**src/rtl/mem_load_return_pkg.sv**
```systemverilog
// Shared encodings for the memory pipeline: memory-op and access-size codes,
// FSM states of the load-return block, and the default ROM/RAM address split.
package mem_load_return_pkg;

    typedef enum logic [1:0] {
        MEMOP_NONE  = 2'b00,
        MEMOP_LOADS = 2'b01,
        MEMOP_LOADU = 2'b10,
        MEMOP_STORE = 2'b11
    } memop_e;

    typedef enum logic [1:0] {
        SZ_B   = 2'b00,
        SZ_H   = 2'b01,
        SZ_W   = 2'b10,
        SZ_RSV = 2'b11
    } memsize_e;

    typedef enum logic [1:0] {
        ST_IDLE = 2'b00,
        ST_WAIT = 2'b01,
        ST_DONE = 2'b10
    } load_state_e;

    localparam logic [31:0] ROM_LIMIT_DEFAULT = 32'h0000_FFFF;

    function automatic logic is_load(input logic [1:0] op);
        return (op == MEMOP_LOADS) || (op == MEMOP_LOADU);
    endfunction

endpackage

```
**src/rtl/mem_load_return_align.sv**
```systemverilog
// Combinational little-endian load aligner: picks byte/half/word out of a BRAM
// word by byte offset, sign- or zero-extends, and flags misaligned accesses.
module load_align
    import mem_load_return_pkg::*;
(
    input  logic [31:0] dout,
    input  logic [1:0]  off,
    input  logic [1:0]  size,
    input  logic        sign_ext,
    output logic [31:0] data,
    output logic        misalign
);

    logic [7:0]  byte_sel;
    logic [15:0] half_sel;

    always_comb begin
        // NOTE: every output gets a default first so no path can infer a latch.
        data     = '0;
        misalign = 1'b0;

        case (off)
            2'd0:    byte_sel = dout[7:0];
            2'd1:    byte_sel = dout[15:8];
            2'd2:    byte_sel = dout[23:16];
            default: byte_sel = dout[31:24];
        endcase
        half_sel = off[1] ? dout[31:16] : dout[15:0];

        case (memsize_e'(size))
            SZ_B: data = sign_ext ? {{24{byte_sel[7]}}, byte_sel} : {24'h0, byte_sel};
            SZ_H: begin
                if (off[0]) misalign = 1'b1;
                else        data = sign_ext ? {{16{half_sel[15]}}, half_sel} : {16'h0, half_sel};
            end
            // Reserved size code behaves as a word access.
            default: begin
                if (off != 2'b00) misalign = 1'b1;
                else              data = dout;
            end
        endcase
    end

endmodule

```
**src/rtl/mem_load_return.sv**
```systemverilog
// Load-return stage: accepts loads from the memory stage, waits out BRAM read
// latency, aligns the selected ROM/RAM word and hands the result to writeback.
module mem_load_return
    import mem_load_return_pkg::*;
#(
    parameter logic [31:0] ROM_LIMIT    = ROM_LIMIT_DEFAULT,
    parameter int          BRAM_LATENCY = 1
) (
    input  logic        clk,
    input  logic        rst,
    input  logic        req_valid,
    output logic        req_ready,
    input  logic [31:0] addr,
    input  logic [1:0]  memOp,
    input  logic [1:0]  memSize,
    input  logic [31:0] romDout,
    input  logic [31:0] ramDout,
    output logic        wb_valid,
    input  logic        wb_ready,
    output logic [31:0] wb_data,
    output logic        wb_misalign
);

    localparam logic [1:0] WAIT_INIT = 2'(BRAM_LATENCY - 1);

    load_state_e state_q, state_d;
    logic [1:0]  cnt_q;
    logic [1:0]  off_q;
    memop_e      op_q;
    memsize_e    size_q;
    logic        src_ram_q;

    logic        load_accept;
    logic        xfer;
    logic        sample;
    logic [31:0] align_data;
    logic        align_mis;

    assign load_accept = req_valid & req_ready & is_load(memOp);
    assign xfer        = wb_valid & wb_ready;
    assign sample      = (state_q == ST_WAIT) && (cnt_q == 2'd0);

    // NOTE: sequential state uses non-blocking assignments so every flop sees pre-edge values.
    always_ff @(posedge clk) begin
        if (rst) state_q <= ST_IDLE;
        else     state_q <= state_d;
    end

    always_comb begin
        state_d = state_q;
        case (state_q)
            ST_IDLE: if (load_accept) state_d = ST_WAIT;
            ST_WAIT: if (cnt_q == 2'd0) state_d = ST_DONE;
            ST_DONE: if (xfer) state_d = load_accept ? ST_WAIT : ST_IDLE;
            default: state_d = ST_IDLE;
        endcase
    end

    // Gating with rst keeps "accept" false in a reset cycle, so rst always wins.
    always_comb begin
        req_ready = 1'b0;
        wb_valid  = 1'b0;
        case (state_q)
            ST_IDLE: req_ready = ~rst;
            ST_DONE: begin
                req_ready = wb_ready & ~rst;
                wb_valid  = 1'b1;
            end
            default: ;
        endcase
    end

    load_align u_align (
        .dout     (src_ram_q ? ramDout : romDout),
        .off      (off_q),
        .size     (size_q),
        .sign_ext (op_q == MEMOP_LOADS),
        .data     (align_data),
        .misalign (align_mis)
    );

    always_ff @(posedge clk) begin
        if (rst) begin
            cnt_q       <= '0;
            off_q       <= '0;
            op_q        <= MEMOP_NONE;
            size_q      <= SZ_B;
            src_ram_q   <= 1'b0;
            wb_data     <= '0;
            wb_misalign <= 1'b0;
        end else begin
            if (load_accept) begin
                off_q     <= addr[1:0];
                op_q      <= memop_e'(memOp);
                size_q    <= memsize_e'(memSize);
                src_ram_q <= (addr > ROM_LIMIT);
                cnt_q     <= WAIT_INIT;
            end else if (state_q == ST_WAIT && cnt_q != 2'd0) begin
                cnt_q <= cnt_q - 2'd1;
            end
            if (sample) begin
                wb_data     <= align_data;
                wb_misalign <= align_mis;
            end
        end
    end

endmodule
```
**config.mk**
```make
export PLATFORM = sky130hd
export DESIGN_NAME = mem_load_return
export DESIGN_NICKNAME = d
export VERILOG_FILES = /design/src/rtl/mem_load_return_pkg.sv /design/src/rtl/mem_load_return_align.sv /design/src/rtl/mem_load_return.sv
export SDC_FILE = /design/constraint.sdc
export NUM_CORES = 1
export LEC_CHECK = 0
export CAP_MARGIN = 20
export CORE_MARGIN = 8
export CORE_UTILIZATION = 37
export DETAILED_ROUTE_END_ITERATION = 12
export PLACE_DENSITY = 0.77
export SLEW_MARGIN = 25
export SYNTH_ARGS = -nofsm -noshare
export SYNTH_HDL_FRONTEND = slang
export SYNTH_HIERARCHICAL = 1
export SYNTH_SLANG_ARGS = --single-unit
```
**constraint.sdc**
```tcl
create_clock -name clk -period 1.9 [get_ports clk]
set_input_delay 0.475 -clock clk [delete_from_list [all_inputs] [get_ports clk]]
set_output_delay 0.475 -clock clk [all_outputs]
set_load 0.02 [all_outputs]
```
==> results of run 1 <==
per-layer routing:
layer	GRT usage	vias up	wire length, um
met3	0.04275	19	838
met5	0	-	0
met1	0.2026	1421	4199
met2	0.3080	168	4968
met4	0.04447	0	132
li1	-	1480	-
sequential cells by signal, summed over array words and instances, names as in the netlist:
signal / flops
cnt_q: 2
off_q: 2
op_q: 2
size_q: 2
src_ram_q: 1
state_q: 2
wb_data: 32
wb_misalign: 1
power breakdown:
group	switching [W]	total (W)	leakage, nW	internal, W
clock	0.000337	0.000726	0.0541	0.000389
combinational	0.000371	0.000834	1.21	0.000463
sequential	0.0000292	0.000980	0.357	0.000951
total	0.000737	0.00254	1.62	0.00180
area by class of cell:
type                            count  share of cell area
Multi-Input combinational cell    265              0.4147
Tap cell                          102             0.02843
Clock buffer                        5             0.01533
Sequential cell                    44              0.1968
Clock inverter                      3            0.009476
Inverter                            3            0.002508
Timing Repair Buffer              152              0.3328
cell usage in the layout, fill, tap and decap left out, types with 2 or more instances in the layout:
master,count
o22ai_1,7
a21oi_2,2
buf_4,23
o22a_1,7
dfxtp_1,42
buf_6,2
mux2i_1,3
mux2_4,3
dfxtp_2,2
clkbuf_8,5
nor4_1,4
nand2b_1,13
dlygate4sd2_1,4
or4b_4,2
nor2_1,4
nor2b_1,2
and3b_1,2
clkdlybuf4s50_1,116
dlymetal6s2s_1,3
inv_1,3
o211ai_1,6
a22oi_1,9
and2b_2,5
a32o_1,7
mux2_2,34
o21ai_0,2
o211ai_2,10
nand2_1,82
a21oi_1,40
through the flow:
stage            util  cells  hold WS [ns]  cell area (um2)
2_1_floorplan       -    342        0.4470             2889
3_3_place_gp   0.5579    558        0.4416             4244
3_5_place_dp   0.5579    558        0.4485             4244
4_1_cts        0.5780    567        0.4602             4397
5_1_grt        0.5901    574        0.4835             4489
6_report       0.5901    574        0.4601             4489
cells in the mapped netlist (all sizes together), types with 3 or more instances:
| cell type | instances | share of area |
|---|---|---|
| nand2 | 82 | 0.11 |
| mux2 | 37 | 0.15 |
| a32o | 7 | 0.024 |
| clkbuf | 5 | 0.0070 |
| inv | 3 | 0.0039 |
| and2b | 5 | 0.015 |
| o22a | 7 | 0.021 |
| o211ai | 16 | 0.059 |
| nor4 | 4 | 0.0087 |
| mux2i | 4 | 0.014 |
| dfxtp | 44 | 0.31 |
| nor2 | 5 | 0.0074 |
| o22ai | 8 | 0.017 |
| a21oi | 42 | 0.073 |
| buf | 26 | 0.049 |
| nand2b | 13 | 0.028 |
| a22oi | 9 | 0.024 |
path summary, 6_finish.rpt:
path,startpoint,endpoint,slack (ns),cells past startpoint
max reg2reg,src_ram_q,wb_data[7],0.01,8
max,romDout[7],wb_data[7],-0.02,8
min reg2reg,wb_data[19],wb_data[19],0.46,2
min,wb_data[19],wb_data[19],0.46,2
logic make-up (layout without fill, tap and decap cells):
group,count (synthesis),after routing,synth area share
AOI/OAI and AO/OA,96,96,0.2415
xor gates and xnor gates,2,2,0.008751
adders and majority gates,1,1,0.004374
buffers and inverters,34,163,0.05949
DFF,44,44,0.3080
muxes,41,41,0.1597
and+or+nand+nor,124,125,0.2183
timing repair:
| item | CTS | global route |
|---|---|---|
| setup buffers | 0 | 6 |
| gates cloned | 1 | 1 |
| resized for setup | 17 | 9 |
| endpoints found under the setup margin | 19 | 25 |
| pin swaps | 4 | 4 |
worst max-delay path, delay by kind of cell:
family	cells	cell delay (ns)
multiplexers	2	0.49
buffers and inverters	2	0.58
AND/OR/NAND/NOR	1	0.09
AO/OA/AOI/OAI	3	0.45
==> impl_metrics.env, run 1 <==
export IMPL_grt_pass1_wl_um=15500
export IMPL_cts_hold_buffers=0
export IMPL_cts_sinks=44
export IMPL_synth_edf_count=0
export IMPL_cp_end_kind="flip-flop"
export IMPL_crit_slowest_cell="clkdlybuf4s50_1"
export IMPL_skew_ns=0.009754
export IMPL_drive_gt1_frac=0.2246
export IMPL_layout_setup_ws_ns=-0.01506
export IMPL_arrival_ns=2.09
export IMPL_path_cells="clkdlybuf4s50_1 > mux2_2 > mux2i_1 > o32a_2 > clkbuf_16 > o21ai_0 > nand2_1 > a21oi_1"
export IMPL_htreeDepth=2
export IMPL_nNetsFinal=576
export IMPL_maxCapViolations=0
export IMPL_yosysSeqAreaShare=0.3080
export IMPL_antenna_found_initial=0
export IMPL_vias_per_cell=5.380
export IMPL_dp_slack_ns=-0.4206
export IMPL_overflow=0
export IMPL_synth_area_mm2=0.002860
export IMPL_violations="negative setup slack"
export IMPL_synthCells=342
export IMPL_critPathLaunchType="input pin"
export IMPL_syn_area_per_cell_um2=8.363
export IMPL_die_area_mm2=0.01080
export IMPL_synth_fp_nets=447
export IMPL_p_leak_nw=1.624
export IMPL_die_width_um=103.9
export IMPL_max_stage_delay_ns=0.40
export IMPL_post_route_period_util=1.008
export IMPL_clk_pin_slew_ns=0.09
export IMPL_power_w=0.002540
export IMPL_wl_um=10140
export IMPL_min_period_ns=1.915
export IMPL_outcome="complete, but fails checks"
export IMPL_first_pass_iters=6
export IMPL_ios=139
export IMPL_hp_class="reg2reg"
export IMPL_ys_ff_latch=44
export IMPL_syn_to_final_growth_pct=56.96
export IMPL_grt_max_degree=45
export IMPL_cts_tree="yes"
export IMPL_setup_viol=1
export IMPL_path_class="in2reg"
export IMPL_hold_violations=0
export IMPL_synth_ff_type="dfxtp_1"
export IMPL_cts_root_buf="clkbuf_8"
export IMPL_die_h_um=103.9
export IMPL_ys_async_sr_fraction=0
export IMPL_num_fill_cells=696
export IMPL_core_area_mm2=0.007607
export IMPL_tns_ns=-0.01506
export IMPL_drt_iter0_drc=283
export IMPL_synth_warnings=6
export IMPL_slew_violations=0
export IMPL_grt_util_all_layers=0.1735
export IMPL_ys_types=45
export IMPL_path_max_fanout=7
export IMPL_dp_hpwl_um=7461
export IMPL_slew_headroom=0.6386
export IMPL_tightest_slew_ns=0.5401
export IMPL_routabilityCongestion=0.9028
export IMPL_num_rows=32
export IMPL_multiInputGateArea_mm2=0.001862
export IMPL_drtAntennaViolNets=0
export IMPL_cts_buffers=5
export IMPL_start_util=0.3760
export IMPL_remaining_drc_errors=0
export IMPL_grt_pass1_vias=3044
export IMPL_port_buffers=124
export IMPL_regArea_um2=883.3
export IMPL_wl_per_cell_um=17.66
export IMPL_fmax_mhz=522.2
export IMPL_clock_latency_ns=0.30
export IMPL_rsz0062_at_grt="true"
export IMPL_clockBufferDepth=2
export IMPL_ir_drop_mv=0.3583
export IMPL_diodes=0
export IMPL_vias=3088
export IMPL_power_density_mw_per_mm2=565.8
export IMPL_cp_data_required_time_ns=2.07
Note: power is estimated with default switching activity, not from simulation.
==> run 2: changes to the inputs <==
--- a/config.mk
+++ b/config.mk
@@ -6,7 +6,6 @@
 export NUM_CORES = 1
 export LEC_CHECK = 0
 export CAP_MARGIN = 20
-export CORE_MARGIN = 8
 export CORE_UTILIZATION = 37
 export DETAILED_ROUTE_END_ITERATION = 12
 export PLACE_DENSITY = 0.77
==> impl_metrics.env, run 2 (same netlist as run 1, synthesis figures left out) <==
export IMPL_clockBufferDepth=2
export IMPL_dp_hpwl_um=6686
export IMPL_grt_max_degree=45
export IMPL_ios=139
export IMPL_path_class="in2reg"
export IMPL_slew_violations=0
export IMPL_cts_sinks=44
export IMPL_crit_slowest_cell="clkdlybuf4s50_1"
export IMPL_port_buffers=124
export IMPL_maxCapViolations=0
export IMPL_max_stage_delay_ns=0.46
export IMPL_drive_gt1_frac=0.2128
export IMPL_setup_viol=6
export IMPL_cp_end_kind="flip-flop"
export IMPL_die_area_mm2=0.008086
export IMPL_num_rows=31
export IMPL_slew_headroom=0.7041
export IMPL_cts_tree="yes"
export IMPL_overflow=0
export IMPL_crit_family="buffers and inverters"
export IMPL_violations="negative setup slack"
export IMPL_hp_class="reg2reg"
export IMPL_dp_slack_ns=-0.4428
export IMPL_reg2reg_slack_ns=0
export IMPL_routabilityCongestion=0.9191
export IMPL_arrival_ns=2.16
export IMPL_cts_buffers=5
export IMPL_antenna_found_initial=0
export IMPL_layout_commonest_cell="clkdlybuf4s50_1"
export IMPL_outcome="complete, but fails checks"
export IMPL_nNetsFinal=574
export IMPL_wl_per_cell_um=15.86
export IMPL_clk_pin_slew_ns=0.08
export IMPL_tightest_slew_ns=0.4423
export IMPL_vias=3064
export IMPL_holdWs_ns=0.4570
export IMPL_remaining_drc_errors=0
export IMPL_grt_pass1_vias=2948
export IMPL_core_area_mm2=0.007370
export IMPL_largest_reg_flops=32
export IMPL_whs_path_depth=2
export IMPL_htreeDepth=2
export IMPL_hold_end="wb_data[14]"
export IMPL_die_h_um=89.92
export IMPL_p_leak_nw=1.575
export IMPL_min_from="wb_data[14]"
export IMPL_start_util=0.3881
export IMPL_ir_drop_mv=0.2709
export IMPL_cts_hold_buffers=0
export IMPL_top_register="wb_data"
export IMPL_syn_to_final_growth_pct=55.47
export IMPL_hold_violations=0
export IMPL_finish_utilization=0.6034
export IMPL_power_w=0.002417
export IMPL_rsz0062_at_grt="true"
export IMPL_fmax_mhz=521.1
export IMPL_cp_data_required_time_ns=2.14
export IMPL_wl_um=9025
export IMPL_die_width_um=89.92
export IMPL_first_pass_iters=5
export IMPL_path_buf_inv=3
export IMPL_vias_per_cell=5.385
export IMPL_drt_iter0_drc=245
export IMPL_drtAntennaViolNets=0
export IMPL_path_max_fanout=5
export IMPL_path_cells="clkdlybuf4s50_1 > mux2_4 > mux2i_1 > o32a_1 > buf_4 > buf_6 > o22ai_1 > nand2_1 > a21oi_1"
export IMPL_power_density_mw_per_mm2=543.5
export IMPL_grt_pass1_wl_um=14330
export IMPL_clock_latency_ns=0.30
export IMPL_critPathLaunchType="input pin"
export IMPL_post_route_period_util=1.010
export IMPL_grt_util_all_layers=0.2212
export IMPL_skew_ns=0.004099
export IMPL_r2r_end="wb_data[19]"
export IMPL_min_period_ns=1.919
export IMPL_cts_root_buf="clkbuf_8"
export IMPL_layout_setup_ws_ns=-0.01890
export IMPL_final_cell_mix="clkdlybuf4s50_1, nand2_1, dfxtp_1"
export IMPL_r2r_start="src_ram_q"
export IMPL_diodes=0
export IMPL_rr_worst_depth=10
## run 2: cell count changes in the layout (fill, tap and decap cells not counted), sizes merged
cell,previous run,this run
bufinv,1,0
dlymetal6s2s,3,0
buf,28,27
clkdlybuf4s50,116,118
clkinvlp,1,2
clkinv,1,0
dlygate4sd2,4,5
## run 2: what timing repair did
item	CTS	global route
buffers inserted	0	4
setup endpoints to repair	27	23
gates cloned	1	1
gates resized for setup	17	7
pin swaps	5	0
## run 2: per-stage QoR
step           area [um2]  instances  setup TNS (ns)
6_report             4447        569        -0.05404
5_1_grt              4447        569          -1.335
4_1_cts              4382        564               0
3_5_place_dp         4253        555          -9.832
3_3_place_gp         4253        555          -8.737
2_1_floorplan        2889        342               0
## run 2: layer usage
metal  track usage  vias to the layer above  wire length, um  part of all wire
met1        0.2692                     1421             3699              0.41
met3       0.05161                       23              749             0.083
li1              -                     1476                -                 -
met5             0                        -                0                 0
met4       0.09409                        0              256             0.028
met2        0.3737                      144             4320              0.48
## run 2: final cells by class
class	count	area, um2
fillers	640	2923
multi-input cells	265	1854
repair buffers	150	1478
flip-flops and latches	44	882.1
well taps	99	123.9
clock buffers	6	82.58
clock inverters	2	15.01
inverters	3	11.26
## run 2: worst max path at each step
stage | cells after the start | end | start
global route | 10 | wb_data[20] | src_ram_q
global placement | 7 | wb_data[29] | romDout[31]
floorplan | 10 | wb_data[24] | src_ram_q
finish | 9 | wb_data[14] | ramDout[23]
CTS | 9 | wb_data[7] | src_ram_q
detailed placement | 7 | wb_data[29] | ramDout[31]
## run 2: worst min-delay path, delay by kind of cell (launching register included)
kind / cells / cell delay [ns]
simple gates: 1 / 0.05
compound gates: 1 / 0.05
flops: 1 / 0.31
## run 2: report_power, final
group	internal (W)	switching (W)
combinational	0.000454	0.000355
sequential	0.000951	0.0000288
clock	0.000294	0.000334
